===== src/rtl/pe_conv_pkg.sv =====
// Shared constants, FSM encoding and tap indexing for the conv pre-data / window / PE stages.
package pe_conv_pkg;

    localparam int unsigned DATA_W   = 8;
    localparam int unsigned PAD_ROWS = 26;
    localparam int unsigned PAD_COLS = 34;
    localparam int unsigned K        = 3;
    localparam int unsigned WIN_ROWS = PAD_ROWS - 2;
    localparam int unsigned WIN_COLS = PAD_COLS - 2;
    localparam int unsigned CNT_W    = 6;
    localparam int unsigned WCOL_W   = 5;
    localparam int unsigned COL_W    = PAD_ROWS * DATA_W;
    localparam int unsigned WIN_W    = WIN_ROWS * K * K * DATA_W;

    typedef enum logic [1:0] {
        IDLE   = 2'd0,
        PRIME  = 2'd1,
        STREAM = 2'd2
    } win_state_e;

    // Flat tap slot of (window row r, kernel row kr, kernel column kc) inside win_data.
    function automatic int unsigned tap_idx(input int unsigned r, input int unsigned kr,
                                            input int unsigned kc);
        return (r * K * K) + (kr * K) + kc;
    endfunction

endpackage


===== src/rtl/conv_col_shift.sv =====
// K-deep column shift register: c0 oldest, c2 newest; shifts on en.
module conv_col_shift
    import pe_conv_pkg::*;
(
    input  logic             clk,
    input  logic             rst,
    input  logic             en,
    input  logic [COL_W-1:0] col_in,
    output logic [COL_W-1:0] c0,
    output logic [COL_W-1:0] c1,
    output logic [COL_W-1:0] c2
);

    // Column history, cleared on reset.
    always_ff @(posedge clk) begin
        if (rst) begin
            c0 <= '0;
            c1 <= '0;
            c2 <= '0;
        end else if (en) begin
            c0 <= c1;
            c1 <= c2;
            c2 <= col_in;
        end
    end

endmodule


===== src/rtl/conv_window_gen.sv =====
// 3x3 window generator: holds the last three padded columns and presents all 24 vertical
// windows once per accepted column from column 2 onward.
// Option: CONV_WIN_STRIDE2_EN -> only even window columns are announced (16 per frame).
module conv_window_gen
    import pe_conv_pkg::*;
(
    input  logic              clk,
    input  logic              rst,
    input  logic              col_vld,
    input  logic              col_sof,
    input  logic [COL_W-1:0]  col_data,
    output logic              win_vld,
    output logic [WCOL_W-1:0] win_col,
    output logic [WIN_W-1:0]  win_data,
    output logic              frame_done,
    output logic              frame_err
);

    win_state_e        state_q, state_d;
    logic [CNT_W-1:0]  col_cnt, cnt_d;
    logic              emit_d, done_d, err_d;
    logic [WCOL_W-1:0] win_col_d;
    logic [COL_W-1:0]  c0, c1, c2;
    logic [COL_W-1:0]  cols [K];

    conv_col_shift u_shift (
        .clk    (clk),
        .rst    (rst),
        .en     (col_vld),
        .col_in (col_data),
        .c0     (c0),
        .c1     (c1),
        .c2     (c2)
    );

    assign cols[0] = c0;
    assign cols[1] = c1;
    assign cols[2] = c2;

    // Window taps wired straight from the column registers (valid alongside win_vld).
    for (genvar r = 0; r < WIN_ROWS; r++) begin : g_row
        for (genvar kr = 0; kr < K; kr++) begin : g_kr
            for (genvar kc = 0; kc < K; kc++) begin : g_kc
                assign win_data[tap_idx(r, kr, kc)*DATA_W +: DATA_W] =
                    cols[kc][(PAD_ROWS-1-r-kr)*DATA_W +: DATA_W];
            end
        end
    end

    // Next state, column count and output strobes.
    always_comb begin
        state_d   = state_q;
        cnt_d     = col_cnt;
        emit_d    = 1'b0;
        done_d    = 1'b0;
        err_d     = 1'b0;
`ifdef CONV_WIN_STRIDE2_EN
        win_col_d = WCOL_W'((col_cnt - CNT_W'(2)) >> 1);
`else
        win_col_d = WCOL_W'(col_cnt - CNT_W'(2));
`endif
        if (col_vld) begin
            if (col_sof && (col_cnt != '0)) begin
                // Restart: this column becomes column 0 of a fresh frame.
                err_d   = 1'b1;
                cnt_d   = CNT_W'(1);
                state_d = PRIME;
            end else begin
                cnt_d = (col_cnt == CNT_W'(PAD_COLS-1)) ? '0 : CNT_W'(col_cnt + 1'b1);
                case (state_q)
                    IDLE:   state_d = PRIME;
                    PRIME:  if (col_cnt == CNT_W'(1)) state_d = STREAM;
                    STREAM: begin
`ifdef CONV_WIN_STRIDE2_EN
                        emit_d = ~col_cnt[0];
                        done_d = (col_cnt == CNT_W'(PAD_COLS-2));
`else
                        emit_d = 1'b1;
                        done_d = (col_cnt == CNT_W'(PAD_COLS-1));
`endif
                        if (col_cnt == CNT_W'(PAD_COLS-1)) state_d = IDLE;
                    end
                    default: state_d = IDLE;
                endcase
            end
        end
    end

    // State and column counter.
    always_ff @(posedge clk) begin
        if (rst) begin
            state_q <= IDLE;
            col_cnt <= '0;
        end else begin
            state_q <= state_d;
            col_cnt <= cnt_d;
        end
    end

    // Registered strobes and window column index.
    always_ff @(posedge clk) begin
        if (rst) begin
            win_vld    <= 1'b0;
            win_col    <= '0;
            frame_done <= 1'b0;
            frame_err  <= 1'b0;
        end else begin
            win_vld    <= emit_d;
            frame_done <= done_d;
            frame_err  <= err_d;
            if (emit_d) win_col <= win_col_d;
        end
    end

endmodule


===== config.mk =====
export PLATFORM = sky130hd
export DESIGN_NAME = conv_window_gen
export DESIGN_NICKNAME = d
export VERILOG_FILES = /design/src/rtl/pe_conv_pkg.sv /design/src/rtl/conv_col_shift.sv /design/src/rtl/conv_window_gen.sv
export SDC_FILE = /design/constraint.sdc
export NUM_CORES = 1
export LEC_CHECK = 0
export CAP_MARGIN = 40
export CORE_AREA = 8 8 747 749
export CTS_CLUSTER_DIAMETER = 120
export DETAILED_ROUTE_END_ITERATION = 10
export DIE_AREA = 0 0 755 757
export PLACE_DENSITY = 0.3
export SLEW_MARGIN = 0
export SYNTH_ARGS = -nofsm -noshare
export SYNTH_HDL_FRONTEND = slang
export SYNTH_SLANG_ARGS = --single-unit

===== constraint.sdc =====
create_clock -name clk -period 3.5 [get_ports clk]
set_input_delay 0.7 -clock clk [delete_from_list [all_inputs] [get_ports clk]]
set_output_delay 0.7 -clock clk [all_outputs]
set_load 0.02 [all_outputs]

==> results of run 1 <==
[stage by stage]
stage	setup slack [ns]	cell area, µm²
floorplan	1.83	30900
global placement	0.638	51500
detailed placement	0.669	51700
CTS	0.0320	54900
global route	0.126	55000
finish	0.305	55100
[per-layer routing]
layer | vias to the layer above | wire length (µm) | part of all wire [%] | GRT usage [%]
met1 | 12500 | 115000 | 41 | 11.0
met4 | 34 | 5950 | 2.1 | 1.83
met2 | 1364 | 134000 | 48 | 15.8
li1 | 11200 | - | - | -
met5 | - | 237 | 0.085 | 0
met3 | 294 | 22800 | 8.2 | 3.13
[state kept, by name, summed over array words and instances, names as in the netlist, 2 cells and up]
name and cells:
col_cnt 6, state_q 2, u_shift.c0 208, u_shift.c1 208, u_shift.c2 208, win_col 5
[path summary, 6_finish.rpt]
check                        from              end  cells past startpoint  slack (ns)
setup / recovery  u_shift.c0[160]    win_data[360]                      1        0.30
setup reg to reg       col_cnt[0]       win_col[0]                      6        1.72
hold / removal                rst  u_shift.c2[137]                      2        0.21
hold reg to reg     u_shift.c1[7]    u_shift.c0[7]                      2        0.47
[report_power, final]
| part | internal (mW) | switching (mW) | total, mW | leakage [nW] |
|---|---|---|---|---|
| clock network | 5.97 | 4.03 | 10.0 | 1.58 |
| registers | 7.56 | 0.683 | 8.25 | 5.22 |
| logic | 1.80 | 2.22 | 4.02 | 12.6 |
[area by class of cell]
type	count	share of cell area [%]
Timing Repair Buffer	2080	37.7
Sequential cell	640	23.3
Tap cell	7261	16.5
Multi-Input combinational cell	1313	16.5
Clock buffer	138	5.20
Clock inverter	36	0.611
Antenna cell	36	0.164
Inverter	7	0.0477
[logic make-up after synthesis]
logic type	count (synthesis)
compound gates	13
flops	640
simple gates	663
fa+ha+maj	5
mux	629
buf+inv	1256
xor+xnor	3
[synth_stat cells, types with 2 or more instances]
master | number | area [µm²]
buf_4 | 1135 | 8520
dfxtp_1 | 640 | 12800
nor2_1 | 636 | 2390
mux2i_1 | 629 | 6300
buf_2 | 57 | 285
clkbuf_1 | 54 | 203
inv_1 | 6 | 22.5
nand2_1 | 6 | 22.5
ha_1 | 5 | 62.6
nand3_1 | 5 | 25.0
nor3_1 | 3 | 15.0
a21oi_1 | 2 | 10.0
a31oi_1 | 2 | 12.5
buf_6 | 2 | 22.5
nor2b_1 | 2 | 12.5
nor3_2 | 2 | 20.0
nor4_1 | 2 | 12.5
o21ai_0 | 2 | 10.0
xor2_1 | 2 | 17.5
==> summary.txt, run 1 <==
Timing
  – Worst-margin pin slew: approximately 1.1 ns
  – RSZ-0062 raised after global routing: false
  – Clock period minus final worst setup slack: ~3.2 ns
  – Setup TNS: 0 ns
  – Worst hold slack: 0.214 ns
  – Final Cycle Share: 91.3%
  – Slew Limit Fails: 0
  – Relative max-transition margin: between 20% and 30%
  – Max Clock Skew: between 0.08 and 0.09 ns
  – Fmax: between 300 and 400 MHz
  – Final Setup Violations: 0
  – Final hold viol count: 0

Detailed routing
  – DR vias: 25,400
  – Routed wire length: around 280 mm
  – Residual DRC count: 0
  – Via/cell ratio: 2.21
  – DR iter-0 viols: roughly 1,000
  – TritonRoute pass-1 iters: 6
  – Avg WL per Cell: 24.2 µm
  – Routed Antenna Nets: 0

Setup path
  – CP required: around 2.8 ns
  – Critical path class: register to output port
  – Crit path cell chain: clkdlybuf4s50_1
  – CP max stage cell: clkdlybuf4s50_1
  – CP endpoint kind: output port
  – CP max FO: 6
  – WP data arrival: 2.50 ns
  – Crit path launch type: register
  – Biggest cell delay along the critical path: between 0.9 and 1 ns
  – Crit path buf inv count: 1
  – Family with the most delay on the worst path: buffers and inverters

Synthesis
  – Compound-Gate Fraction of Synth Area: less than 1%
  – Seq/Total Area, Yosys: between 40% and 50%
  – Top_reg_cell synth: dfxtp_1
  – Post-Syn Nets: around 3,400
  – Number of flops mapped to enable cells by yosys: 0
  – Yosys reg bits: between 600 and 700
  – Largest family of logic cells by synthesized area: buffers and inverters
  – Average cell area after synthesis: just under 10 µm²
  – Synth warnings: 0
  – Simple-Gate Fraction of Synth Area: 8.28%
  – Post-synth ARST share: 0%
  – Post-synthesis xor/xnor area fraction: less than 1%
  – Synth Instances: 3,209
  – Mapped Area: around 31,000 µm²
  – Distinct cells, synth: 36
  – Mux contribution to synthesized area: around a fifth
  – Adder-Cell Fraction of Synth Area: less than 1%

Layout
  – Synthesis-to-finish area growth: 77.9%
  – Most common cell after layout, fill and taps aside: clkdlybuf4s50_1
  – Commonest cells after routing, fill and taps aside: clkdlybuf4s50_1, dfxtp_1, nor2_1
  – Multi-input gate area: 9070 µm²
  – Final non-filler cell total: around 12,000
  – # nets final: about 4,400
  – Ratio of cells with drive above 1 in the final layout: around 8.0%
  – Fillers: 63,000
  – Util after Layout: about a tenth
  – Register Area: approximately 13,000 µm²

Clock network
  – Post_cts resized: 1
  – Max clock buf depth: 4
  – Clock latency on the worst-skew pair: a little over 0.8 ns
  – Clk sinks: 640
  – CTS Hold Buffers Added: 0
  – CTS tree: done
  – CTS root buf: clkbuf_16
  – H-tree depth: 3
  – Post-CTS setup buffer count: 0
  – Reg clk slew, reported paths: ~0.060 ns
  – CTS Buf Count: 98

Die
  – Starting Density: under 10%
  – Die W: roughly 760 µm
  – Die area: around 570,000 µm²
  – DIE HEIGHT: between 700 and 800 µm
  – Std cell rows: 272
  – Core Area: 546,000 µm²
  – I/O Pins: ~2,000

Power and ir drop
  – Max VDD drop: 297 µV
  – Pwr Density: approximately 400 nW/µm²
  – Final Total Pwr: ~22 mW
  – Pleak: between 15 and 20 nW

GRT
  – Largest net degree at the start of global routing: between 60 and 70
  – Initial antenna violation count: 96
  – Tot GR Track Use: 9.15%
  – Number of global-route vias before repair: 25,800
  – Total grt overflow: 0
  – First-pass GRT wire length: between 300 and 400 mm

Placement
  – Placed cell count: around 11,000
  – Number of I/O port buffers: roughly 1,900
  – Final Wtd Congestion: 0.786
  – DP Wirelength: around 240 mm

Min path
  – Hold Path Class: input port to register

Run
  – Max cap viols: 0

Status
  – Run status: finished, final reports clean
Note: power is estimated with default switching activity, not from simulation.
==> run 2: changes to the inputs <==
Settings changed: SETUP_SLACK_MARGIN from default to 0.3.
==> summary.txt, run 2 (synthesized netlist as in run 1, its figures left out) <==
Status
  – Run status: finished, final reports clean

Clock network
  – Post_cts resized: 21
  – Max clock buf depth: 4
  – H-tree depth: 3
  – Clk sinks: 640
  – Post-CTS setup buffer count: 0
  – CTS tree: done
  – Reg clk slew, reported paths: roughly 0.060 ns
  – CTS Buf Count: 98
  – CTS Hold Buffers Added: 0
  – CTS root buf: clkbuf_16
  – Clock latency on the worst-skew pair: between 0.8 and 0.9 ns

Layout
  – Most common cell after layout, fill and taps aside: clkdlybuf4s50_1
  – Largest regs: u_shift.c0 x208, u_shift.c1 x208, u_shift.c2 x208
  – # nets final: between 4,000 and 5,000
  – Ratio of cells with drive above 1 in the final layout: between 8 and 9%
  – Fillers: 63,000
  – Util after Layout: between 10 and 15%
  – Synthesis-to-finish area growth: 78.0%
  – Register Area: 12,800 µm²
  – Multi-input gate area: roughly 9000 µm²
  – Commonest cells after routing, fill and taps aside: clkdlybuf4s50_1, nor2_1, mux2i_1

Placement
  – DP Wirelength: around 240 mm
  – Number of I/O port buffers: roughly 1,900
  – Final Wtd Congestion: about 0.79

Power and ir drop
  – Internal power: between 15 and 20 mW
  – Pleak: about 20 nW
  – Pwr Density: between 400 and 500 nW/µm²
  – Clock group share of total power: between 40% and 50%
  – Sequential share of power: 37.0%
  – Net Sw Frac: around 31%
  – Max VDD drop: a little under 300 µV
  – Comb pwr share: a little under a fifth
  – Switching Power: around 6.9 mW

Timing
  – Final hold viol count: 0
  – Clock period minus final worst setup slack: 3.16 ns
  – Final Setup Violations: 0
  – Fmax: ~320 MHz
  – Final Cycle Share: 90.3%
  – Setup TNS: 0 ns
  – Relative max-transition margin: 26.8%
  – RSZ-0062 raised after global routing: false
  – Max Clock Skew: 0.0830 ns
  – Worst hold slack: roughly 0.21 ns
  – Worst-margin pin slew: around 1.1 ns
  – Slew Limit Fails: 0

GRT
  – First-pass GRT wire length: 337 mm
  – Grt met3 use: roughly 3.1%
  – Number of global-route vias before repair: around 26,000
  – Total grt overflow: 0
  – Largest net degree at the start of global routing: 67
  – Met2 Use GR: ~16%
  – Tot GR Track Use: 9.15%
  – Initial antenna violation count: 96
  – Gr busiest metal: met2
  – Met1 usage: ~11%

Die
  – I/O Pins: approximately 2,000
  – Die area: roughly 570,000 µm²
  – Std cell rows: 272
  – DIE HEIGHT: between 700 and 800 µm
  – Starting Density: between 5 and 6%
  – Core Area: ~550,000 µm²
  – Die W: around 760 µm

Detailed routing
  – TritonRoute pass-1 iters: 7
  – Avg WL per Cell: around 24 µm
  – Routed wire length: 278 mm
  – Routed Antenna Nets: 0
  – Residual DRC count: 0
  – DR vias: 25,400
  – DR iter-0 viols: about 1,100
  – Via/cell ratio: ~2.2

Setup path
  – CP max FO: 5
  – CP required: around 2.8 ns
  – CP max stage cell: dfxtp_1
  – Crit path buf inv count: 1
  – Family with the most delay on the worst path: flip-flops
  – CP endpoint kind: output port
  – Crit path launch type: register
  – Reg2Reg Launch Point: col_cnt[0]
  – Critical path class: register to output port
  – Biggest cell delay along the critical path: approximately 0.9 ns
  – Crit path from: u_shift.c2[49]
  – WP data arrival: around 2.5 ns
  – Crit path cell chain: clkdlybuf4s50_1

Min path
  – Hold Path Class: input port to register
  – Hold Startpoint: rst

Run
  – Max cap viols: 0
==> run 2: changes by cell type in the layout (fill, tap and decap cells not counted), sizes merged <==
cell	change
clkdlybuf4s50	-6
dlygate4sd2	+5
diode	-2
dlymetal6s2s	+1
==> run 2: worst paths after layout <==
path	to	slack, ns	cells past startpoint
min reg2reg	u_shift.c0[7]	0.47	2
min	u_shift.c2[137]	0.21	2
max	win_data[1385]	0.34	1
max reg2reg	win_col[0]	1.72	6
==> run 2: cell type report <==
type,instances,share of cell area (%)
timing repair buffer,2080,37.7
sequential,640,23.3
tap,7261,16.5
multi-input combinational,1313,16.5
clock buffer,138,5.20
clock inverter,36,0.611
antenna,34,0.155
inverter,7,0.0477
==> run 2: power groups by stage <==
stage          registers (mW)  logic [mW]  clock network, mW
3_3_place_gp             8.43        4.13                  0
6_report                 8.25        4.02               10.0
2_1_floorplan            8.30        1.98                  0
5_1_grt                  8.30        4.25               10.9
4_1_cts                  8.29        4.15               10.7
3_5_place_dp             8.44        4.14                  0
==> run 2: metal layers <==
metal / vias up / wire length [µm] / part of all wire, %
li1: 11200 / - / -
met1: 12500 / 115000 / 41
met2: 1380 / 134000 / 48
met3: 296 / 22800 / 8.2
met4: 34 / 5960 / 2.1
met5: - / 237 / 0.085
==> run 2: stage by stage <==
stage | worst slack (ns) | area, µm² | cells | total power, mW
3_5_place_dp | 0.669 | 51700 | 11300 | 12.6
2_1_floorplan | 1.83 | 30900 | 3209 | 10.3
5_1_grt | 0.338 | 55000 | 11500 | 23.4
6_report | 0.341 | 55100 | 11500 | 22.3
3_3_place_gp | 0.638 | 51500 | 11300 | 12.6
4_1_cts | 0.0387 | 54900 | 11500 | 23.1
